===== config.mk =====
export PLATFORM = sky130hd
export DESIGN_NAME = dsp_dual_mac
export DESIGN_NICKNAME = d
export VERILOG_FILES = /design/src/rtl/dsp_dual_mac.sv
export SDC_FILE = /design/constraint.sdc
export NUM_CORES = 1
export LEC_CHECK = 0
export BUFFER_PORTS_ARGS = -buffer_cell sky130_fd_sc_hd__buf_2
export CORE_ASPECT_RATIO = 1.5
export CORE_MARGIN = 5
export CORE_UTILIZATION = 50
export CTS_CLUSTER_SIZE = 14
export DETAILED_ROUTE_END_ITERATION = 8
export GPL_ROUTABILITY_DRIVEN = 0
export GPL_TIMING_DRIVEN = 0
export PLACE_DENSITY = 0.67
export SLEW_MARGIN = 20
export SYNTH_ARGS = -nofsm -noshare
export SYNTH_HDL_FRONTEND = slang
export SYNTH_SLANG_ARGS = --single-unit

===== constraint.sdc =====
create_clock -name clk -period 8.2 [get_ports clk]
set_clock_uncertainty 0.15 [all_clocks]
set_input_delay 0.41 -clock clk [delete_from_list [all_inputs] [get_ports clk]]
set_output_delay 0.41 -clock clk [all_outputs]
set_load 0.02 [all_outputs]

===== src/rtl/dsp_dual_mac.sv =====
// Dual signed multiply sharing operand b in one wide product, with lane unpack, accumulate and saturation.
// Optional build macro DSP_DUAL_MAC_CHECK_EN adds a behavioural shadow checker (simulation only).
module dsp_dual_mac #(
    parameter string DSP_DEVICE = "DSPE2",
    parameter int    DW         = 8,
    parameter int    ACC_W      = 20
) (
    input  logic                    clk,
    input  logic                    rst_n,
    input  logic                    cfg_acc_en,
    input  logic                    s_valid,
    output logic                    s_ready,
    input  logic signed [DW-1:0]    s_a,
    input  logic signed [DW-1:0]    s_d,
    input  logic signed [DW-1:0]    s_b,
    input  logic                    s_last,
    output logic                    m_valid,
    input  logic                    m_ready,
    output logic signed [ACC_W-1:0] m_ab,
    output logic signed [ACC_W-1:0] m_db,
    output logic                    m_sat
);
    localparam int SHIFT = (DSP_DEVICE == "DSPE2") ? 18 : 17;
    localparam int XW    = SHIFT + DW + 1;
    localparam int PW    = SHIFT + 2 * DW + 1;

    generate
        if (DSP_DEVICE != "DSPE2" && DSP_DEVICE != "DSPE1") begin : g_bad_device
            $error("dsp_dual_mac: DSP_DEVICE must be DSPE2 or DSPE1");
        end
        if (DW < 4 || DW > 8 || 2 * DW > SHIFT) begin : g_bad_dw
            $error("dsp_dual_mac: DW out of range for this device");
        end
        if (ACC_W < 2 * DW || ACC_W > 32) begin : g_bad_acc_w
            $error("dsp_dual_mac: ACC_W out of range");
        end
    endgenerate

    // Signed add with clamp to the ACC_W range; MSB of the result flags a clamp
    function automatic logic [ACC_W:0] sat_add(input logic signed [ACC_W-1:0] x,
                                               input logic signed [ACC_W-1:0] y);
        logic signed [ACC_W:0] s;
        s = (ACC_W+1)'(x) + (ACC_W+1)'(y);
        if (s[ACC_W] != s[ACC_W-1]) begin
            sat_add = {1'b1, s[ACC_W], {(ACC_W-1){~s[ACC_W]}}};
        end else begin
            sat_add = {1'b0, s[ACC_W-1:0]};
        end
    endfunction

    logic ce_s, accept_s, mode_s;
    logic grp_open_r, grp_acc_r;
    logic v1_r, first1_r, last1_r, v2_r, first2_r, last2_r, v3_r, first3_r, last3_r;
    logic signed [DW-1:0]    a1_r, d1_r, b1_r;
    logic signed [XW-1:0]    pre_s;
    logic signed [PW-1:0]    p_s, p2_r;
    logic signed [2*DW-1:0]  lo_s, hi_s, lo3_r, hi3_r;
    logic signed [ACC_W-1:0] acc_ab_r, acc_db_r, base_ab_s, base_db_s, ab_ext_s, db_ext_s;
    logic [ACC_W:0]          sum_ab_s, sum_db_s;
    logic                    sat_r, sat_base_s, sat_next_s;
    logic                    unused_s;

    assign ce_s     = ~m_valid | m_ready;
    assign s_ready  = ce_s;
    assign accept_s = s_valid & ce_s;
    assign mode_s   = grp_open_r ? grp_acc_r : cfg_acc_en;

    // Group tracking: the first accepted beat latches the mode; product mode closes every beat
    always_ff @(posedge clk or negedge rst_n) begin
        if (!rst_n) begin
            grp_open_r <= 1'b0;
            grp_acc_r  <= 1'b0;
        end else if (accept_s) begin
            grp_open_r <= mode_s & ~s_last;
            grp_acc_r  <= mode_s;
        end
    end

    // S1: operand capture
    always_ff @(posedge clk or negedge rst_n) begin
        if (!rst_n) begin
            v1_r <= 1'b0; first1_r <= 1'b0; last1_r <= 1'b0;
            a1_r <= {DW{1'b0}}; d1_r <= {DW{1'b0}}; b1_r <= {DW{1'b0}};
        end else if (ce_s) begin
            v1_r     <= s_valid;
            first1_r <= ~grp_open_r;
            last1_r  <= ~mode_s | s_last;
            a1_r     <= s_a;
            d1_r     <= s_d;
            b1_r     <= s_b;
        end
    end

    assign pre_s = $signed({a1_r[DW-1], a1_r, {SHIFT{1'b0}}}) + $signed({{(SHIFT+1){d1_r[DW-1]}}, d1_r});
    assign p_s   = $signed({{DW{pre_s[XW-1]}}, pre_s}) * $signed({{(SHIFT+DW+1){b1_r[DW-1]}}, b1_r});

    // S2: packed product
    always_ff @(posedge clk or negedge rst_n) begin
        if (!rst_n) begin
            v2_r <= 1'b0; first2_r <= 1'b0; last2_r <= 1'b0;
            p2_r <= {PW{1'b0}};
        end else if (ce_s) begin
            v2_r <= v1_r; first2_r <= first1_r; last2_r <= last1_r;
            p2_r <= p_s;
        end
    end

    // A negative d*b borrows one from the upper lane; add it back
    assign lo_s = p2_r[2*DW-1:0];
    assign hi_s = p2_r[SHIFT+2*DW-1:SHIFT] + {{(2*DW-1){1'b0}}, lo_s[2*DW-1]};
    assign unused_s = ^p2_r;

    // S3: unpacked lanes
    always_ff @(posedge clk or negedge rst_n) begin
        if (!rst_n) begin
            v3_r <= 1'b0; first3_r <= 1'b0; last3_r <= 1'b0;
            lo3_r <= {(2*DW){1'b0}}; hi3_r <= {(2*DW){1'b0}};
        end else if (ce_s) begin
            v3_r <= v2_r; first3_r <= first2_r; last3_r <= last2_r;
            lo3_r <= lo_s; hi3_r <= hi_s;
        end
    end

    // Accumulate step: the first beat of a group loads from zero
    always_comb begin
        ab_ext_s = ACC_W'(hi3_r);
        db_ext_s = ACC_W'(lo3_r);
        if (first3_r) begin
            base_ab_s  = {ACC_W{1'b0}};
            base_db_s  = {ACC_W{1'b0}};
            sat_base_s = 1'b0;
        end else begin
            base_ab_s  = acc_ab_r;
            base_db_s  = acc_db_r;
            sat_base_s = sat_r;
        end
        sum_ab_s   = sat_add(base_ab_s, ab_ext_s);
        sum_db_s   = sat_add(base_db_s, db_ext_s);
        sat_next_s = sat_base_s | sum_ab_s[ACC_W] | sum_db_s[ACC_W];
    end

    // S4: accumulators and registered result
    always_ff @(posedge clk or negedge rst_n) begin
        if (!rst_n) begin
            acc_ab_r <= {ACC_W{1'b0}}; acc_db_r <= {ACC_W{1'b0}}; sat_r <= 1'b0;
            m_valid  <= 1'b0; m_ab <= {ACC_W{1'b0}}; m_db <= {ACC_W{1'b0}}; m_sat <= 1'b0;
        end else if (ce_s) begin
            m_valid <= v3_r & last3_r;
            if (v3_r) begin
                acc_ab_r <= sum_ab_s[ACC_W-1:0];
                acc_db_r <= sum_db_s[ACC_W-1:0];
                sat_r    <= sat_next_s;
                if (last3_r) begin
                    m_ab  <= sum_ab_s[ACC_W-1:0];
                    m_db  <= sum_db_s[ACC_W-1:0];
                    m_sat <= sat_next_s;
                end
            end
        end
    end

`ifdef DSP_DUAL_MAC_CHECK_EN
    localparam longint ACC_MAX = (longint'(1) <<< (ACC_W - 1)) - longint'(1);
    localparam longint ACC_MIN = -(longint'(1) <<< (ACC_W - 1));

    function automatic longint clamp(input longint v);
        if (v > ACC_MAX) begin
            clamp = ACC_MAX;
        end else if (v < ACC_MIN) begin
            clamp = ACC_MIN;
        end else begin
            clamp = v;
        end
    endfunction

    logic [31:0] err_cnt;
    logic        sh_open_r, sh_acc_r, sh_mode_s;
    logic [2:0]  sh_v_r, sh_first_r, sh_last_r;
    longint      sh_pab_r [3];
    longint      sh_pdb_r [3];
    longint      sh_sum_ab_r, sh_sum_db_r, sh_out_ab_r, sh_out_db_r;

    assign sh_mode_s = sh_open_r ? sh_acc_r : cfg_acc_en;

    // Shadow reference: direct multiplies and integer clamping, stalled by the same enable
    always_ff @(posedge clk or negedge rst_n) begin
        if (!rst_n) begin
            err_cnt <= 32'd0; sh_open_r <= 1'b0; sh_acc_r <= 1'b0;
            sh_v_r <= 3'd0; sh_first_r <= 3'd0; sh_last_r <= 3'd0;
            sh_pab_r <= '{default: 64'sd0}; sh_pdb_r <= '{default: 64'sd0};
            sh_sum_ab_r <= 64'sd0; sh_sum_db_r <= 64'sd0; sh_out_ab_r <= 64'sd0; sh_out_db_r <= 64'sd0;
        end else begin
            if (ce_s) begin
                if (accept_s) begin
                    sh_open_r <= sh_mode_s & ~s_last;
                    sh_acc_r  <= sh_mode_s;
                end
                sh_v_r     <= {sh_v_r[1:0], accept_s};
                sh_first_r <= {sh_first_r[1:0], ~sh_open_r};
                sh_last_r  <= {sh_last_r[1:0], ~sh_mode_s | s_last};
                sh_pab_r[0] <= longint'(s_a) * longint'(s_b);
                sh_pdb_r[0] <= longint'(s_d) * longint'(s_b);
                sh_pab_r[1] <= sh_pab_r[0]; sh_pab_r[2] <= sh_pab_r[1];
                sh_pdb_r[1] <= sh_pdb_r[0]; sh_pdb_r[2] <= sh_pdb_r[1];
                if (sh_v_r[2]) begin
                    sh_sum_ab_r <= clamp((sh_first_r[2] ? 64'sd0 : sh_sum_ab_r) + sh_pab_r[2]);
                    sh_sum_db_r <= clamp((sh_first_r[2] ? 64'sd0 : sh_sum_db_r) + sh_pdb_r[2]);
                    if (sh_last_r[2]) begin
                        sh_out_ab_r <= clamp((sh_first_r[2] ? 64'sd0 : sh_sum_ab_r) + sh_pab_r[2]);
                        sh_out_db_r <= clamp((sh_first_r[2] ? 64'sd0 : sh_sum_db_r) + sh_pdb_r[2]);
                    end
                end
            end
            if (m_valid && m_ready) begin
                if (longint'(m_ab) != sh_out_ab_r || longint'(m_db) != sh_out_db_r) begin
                    $error("dsp_dual_mac: result differs from shadow reference");
                    err_cnt <= err_cnt + 32'd1;
                end
            end
        end
    end
`endif
endmodule


==> results.py <==
metrics = {
    "clock_network": {
        "cts_root_buffer": "clkbuf_16",
        "insertion_delay_ns": 0.46,
        "clockBufferDepth": 2,
        "cts_sinks": 182,
        "cts.clk_slew.worst_paths_ns": 0.07,
        "postCtsSetupBuffers": 0,
        "cts_buffers": 17,
        "cts_tree": "yes",
        "cts-htree-levels": 4,
    },
    "synth": {
        "synthArstFlopShare_pct": 100,
        "ys_ff_latch": 182,
        "synth_edf_count": 0,
        "synth.avg_cell_area_sq_um": 8.88,
        "post-synth-top-count-cell": "nand2_1",
        "netlist_area_sq_mm": 0.0157,
        "synth_seq_area_share_pct": 29.0,
        "synth_top_area_share_pct": 29.0,
        "synthesis.nets": 2051,
        "synthFlopType": "dfrtp_1",
        "yosysWarnings": 0,
        "synth_area_leader_cell": "dfrtp_1",
        "synth.distinct_cells": 66,
        "synth_area_leaders": "dfrtp_1 29%, fa_1 17%, ha_1 9.8%, nand2_1 7.2%, inv_1 5.1%",
        "synthTopCellsByCount": "299 x nand2_1, 213 x inv_1, 182 x dfrtp_1, 132 x fa_1, 123 x ha_1",
        "synthCells": 1766,
    },
    "floorplanning": {
        "initial_core_util_pct": 50.5,
        "core_sq_mm": 0.0310,
        "io_pins": 73,
        "die_h_um": 227,
        "die_area_sq_mm": 0.0351,
        "die_x_um": 155,
        "rows": 79,
    },
    "critical_path": {
        "worst_ep_arrival_time_ns": 7.57,
        "r2r_setup_slack_ns": 0.81,
        "cp-end-kind": "flip-flop",
        "slowest_stage": "dfrtp_1",
        "r2r_cells": 26,
        "cp_common_cell": "inv_1",
        "cp_max_fo": 18,
        "worst_path_largest_cell_delay_ns": 0.75,
        "cp_data_required_time_ns": 8.38,
        "r2r-end": "p2_r[31]$_DFFE_PN0N_",
        "crit_type": "reg2reg",
        "start_kind": "flip-flop",
        "r2r_start": "d1_r[7]$_DFFE_PN0N_",
    },
    "global_route": {
        "grt.total_usage_pct": 22.3,
        "grt_overflow_total": 0,
        "grt_pass1_wl_mm": 62.8,
        "grt_start_max_net_pins": 98,
        "grt_pass1_vias": 12490,
        "antenna_found_initial": 0,
    },
    "detailed_routing": {
        "drc": 0,
        "via_per_inst": 5.29,
        "via_count": 12163,
        "firstDrtPassIters": 5,
        "routed_wl_mm": 37.5,
        "drtIter0Drc": 451,
        "ant_nets": 0,
        "post_drt_wl_per_cell_um": 16.3,
    },
    "placed_design": {
        "io_buffers": 72,
        "place_hpwl_mm": 30.2,
    },
    "cells_and_area": {
        "final_nets": 2164,
        "drive_gt1_share_pct": 7.35,
        "fillers": 2832,
        "area_delta_synth_final_pct": 10.9,
    },
    "timing": {
        "hold_viol_final": 0,
        "timing.final.crit_share_pct": 90.1,
        "finalMaxSlewViolations": 0,
        "finalSetupViolations": 0,
        "relSlewSlack_pct": 47.9,
        "min_period_ns": 7.39,
        "rsz0062_at_grt": "no",
        "tns_ns": 0,
        "worst_pin_slew_ns": 0.782,
        "max_freq_ghz": 0.135,
    },
    "hold_path": {
        "min_path_type": "in2reg",
        "holdPathStages": 3,
        "holdPathEnd": "a1_r[2]$_DFFE_PN0N_",
        "hold_start": "s_a[2]",
    },
    "flow_run": {
        "drv_cap": 0,
    },
    "outcome": {
        "outcome": "completed",
    },
}
## logic make-up (layout without fill, tap and decap cells)
group | after synthesis | count (layout) | share of synthesized area, %
xor+xnor | 94 | 94 | 5.25
fa+ha+maj | 255 | 255 | 26.7
flops | 182 | 182 | 29.0
compound gates | 331 | 331 | 13.3
other cells | 0 | 1 | 0
buf+inv | 284 | 410 | 6.86
simple gates | 608 | 608 | 18.0
mux | 12 | 12 | 0.845
## cell usage in the layout, fill, tap and decap left out, types with 4 or more instances in the layout
master	n
nand4_1	4
o211ai_1	7
nand3_1	24
clkbuf_16	17
o21ai_1	55
ha_1	123
nand2_1	299
xor2_1	34
a22oi_1	8
and2_1	105
buf_2	73
clkbuf_1	65
clkinvlp_4	5
inv_1	213
a21oi_2	9
fa_1	132
xnor2_1	60
mux2_2	9
o21a_1	14
nand2b_1	11
nor4_1	5
dfrtp_1	182
and3_1	12
o21ai_0	66
a21oi_1	70
inv_6	4
nand3b_1	5
nor2_1	80
o21bai_1	9
dlygate4sd3_1	20
a211oi_1	7
nor2b_1	45
a21o_1	29
o31ai_1	8
a31oi_1	14
nor3_1	11
## worst max-delay path by stage
stage | slack, ns | from | cells after the start | endpoint
6_report | 0.81 | d1_r[7]$_DFFE_PN0N_ | 26 | p2_r[31]$_DFFE_PN0N_
5_1_grt | 0.29 | d1_r[7]$_DFFE_PN0N_ | 26 | p2_r[31]$_DFFE_PN0N_
4_1_cts | 0.90 | d1_r[7]$_DFFE_PN0N_ | 26 | p2_r[31]$_DFFE_PN0N_
3_5_place_dp | 0.95 | d1_r[7]$_DFFE_PN0N_ | 26 | p2_r[31]$_DFFE_PN0N_
3_3_place_gp | 1.00 | d1_r[7]$_DFFE_PN0N_ | 26 | p2_r[31]$_DFFE_PN0N_
2_1_floorplan | 1.82 | d1_r[7]$_DFFE_PN0N_ | 23 | p2_r[31]$_DFFE_PN0N_
## registers in the layout (all words and copies together), names as in the netlist, 8 cells and up
signal	count
m_db	20
p2_r	32
lo3_r	16
m_ab	20
a1_r	8
b1_r	8
hi3_r	16
acc_ab_r	20
d1_r	8
acc_db_r	20
## per-stage QoR
| stage | area (sq um) | instances | utilization [%] | hold slack [ns] | setup WS (ns) |
|---|---|---|---|---|---|
| floorplan | 15700 | 1766 | - | -0.0356 | 1.82 |
| global placement | 16600 | 2243 | 53.3 | 0.301 | 1.00 |
| detailed placement | 16600 | 2245 | 53.5 | 0.307 | 0.947 |
| CTS | 17400 | 2297 | 56.1 | 0.00135 | 0.899 |
| global route | 17400 | 2297 | 56.1 | 0.0130 | 0.289 |
| finish | 17400 | 2298 | 56.1 | 0.0147 | 0.813 |
## timing repair
item,in CTS,in global routing
endpoints found under the hold margin,115,0
hold buffers,20,0
endpoints found under the setup margin,0,0
gates resized for setup,0,0
## layout make-up
class                           instances  area (sq um)  area share [%]
Multi-Input combinational cell       1300         10100            57.8
Sequential cell                       182          4550            26.2
Inverter                              215           807            4.64
Timing Repair Buffer                   94           626            3.60
Tap cell                              405           507            2.91
Clock buffer                           18           439            2.52
Buffer                                 69           269            1.55
Clock inverter                         14           139           0.798
Antenna cell                            1          2.50          0.0144
## critical path: cells and delay by family (launching register included)
| family | cells | cell delay [ns] |
|---|---|---|
| adder cells (fa/ha/maj) | 6 | 2.52 |
| AO/OA/AOI/OAI | 8 | 1.51 |
| AND/OR/NAND/NOR | 4 | 1.40 |
| flip-flops | 1 | 0.75 |
| XOR/XNOR | 2 | 0.37 |
| buffers and inverters | 5 | 0.27 |
| multiplexers | 1 | 0.26 |
## per-layer routing
layer / global-route usage [%] / share of wire [%] / vias up
met5: 0 / 0 / -
met4: 9.06 / 3.6 / 0
met3: 2.72 / 3.3 / 87
met2: 41.1 / 53 / 259
met1: 26.5 / 41 / 5859
li1: - / - / 5958
Power is not shown: default switching activity piles up to over one toggle a cycle in this logic, so the estimate is an artifact.
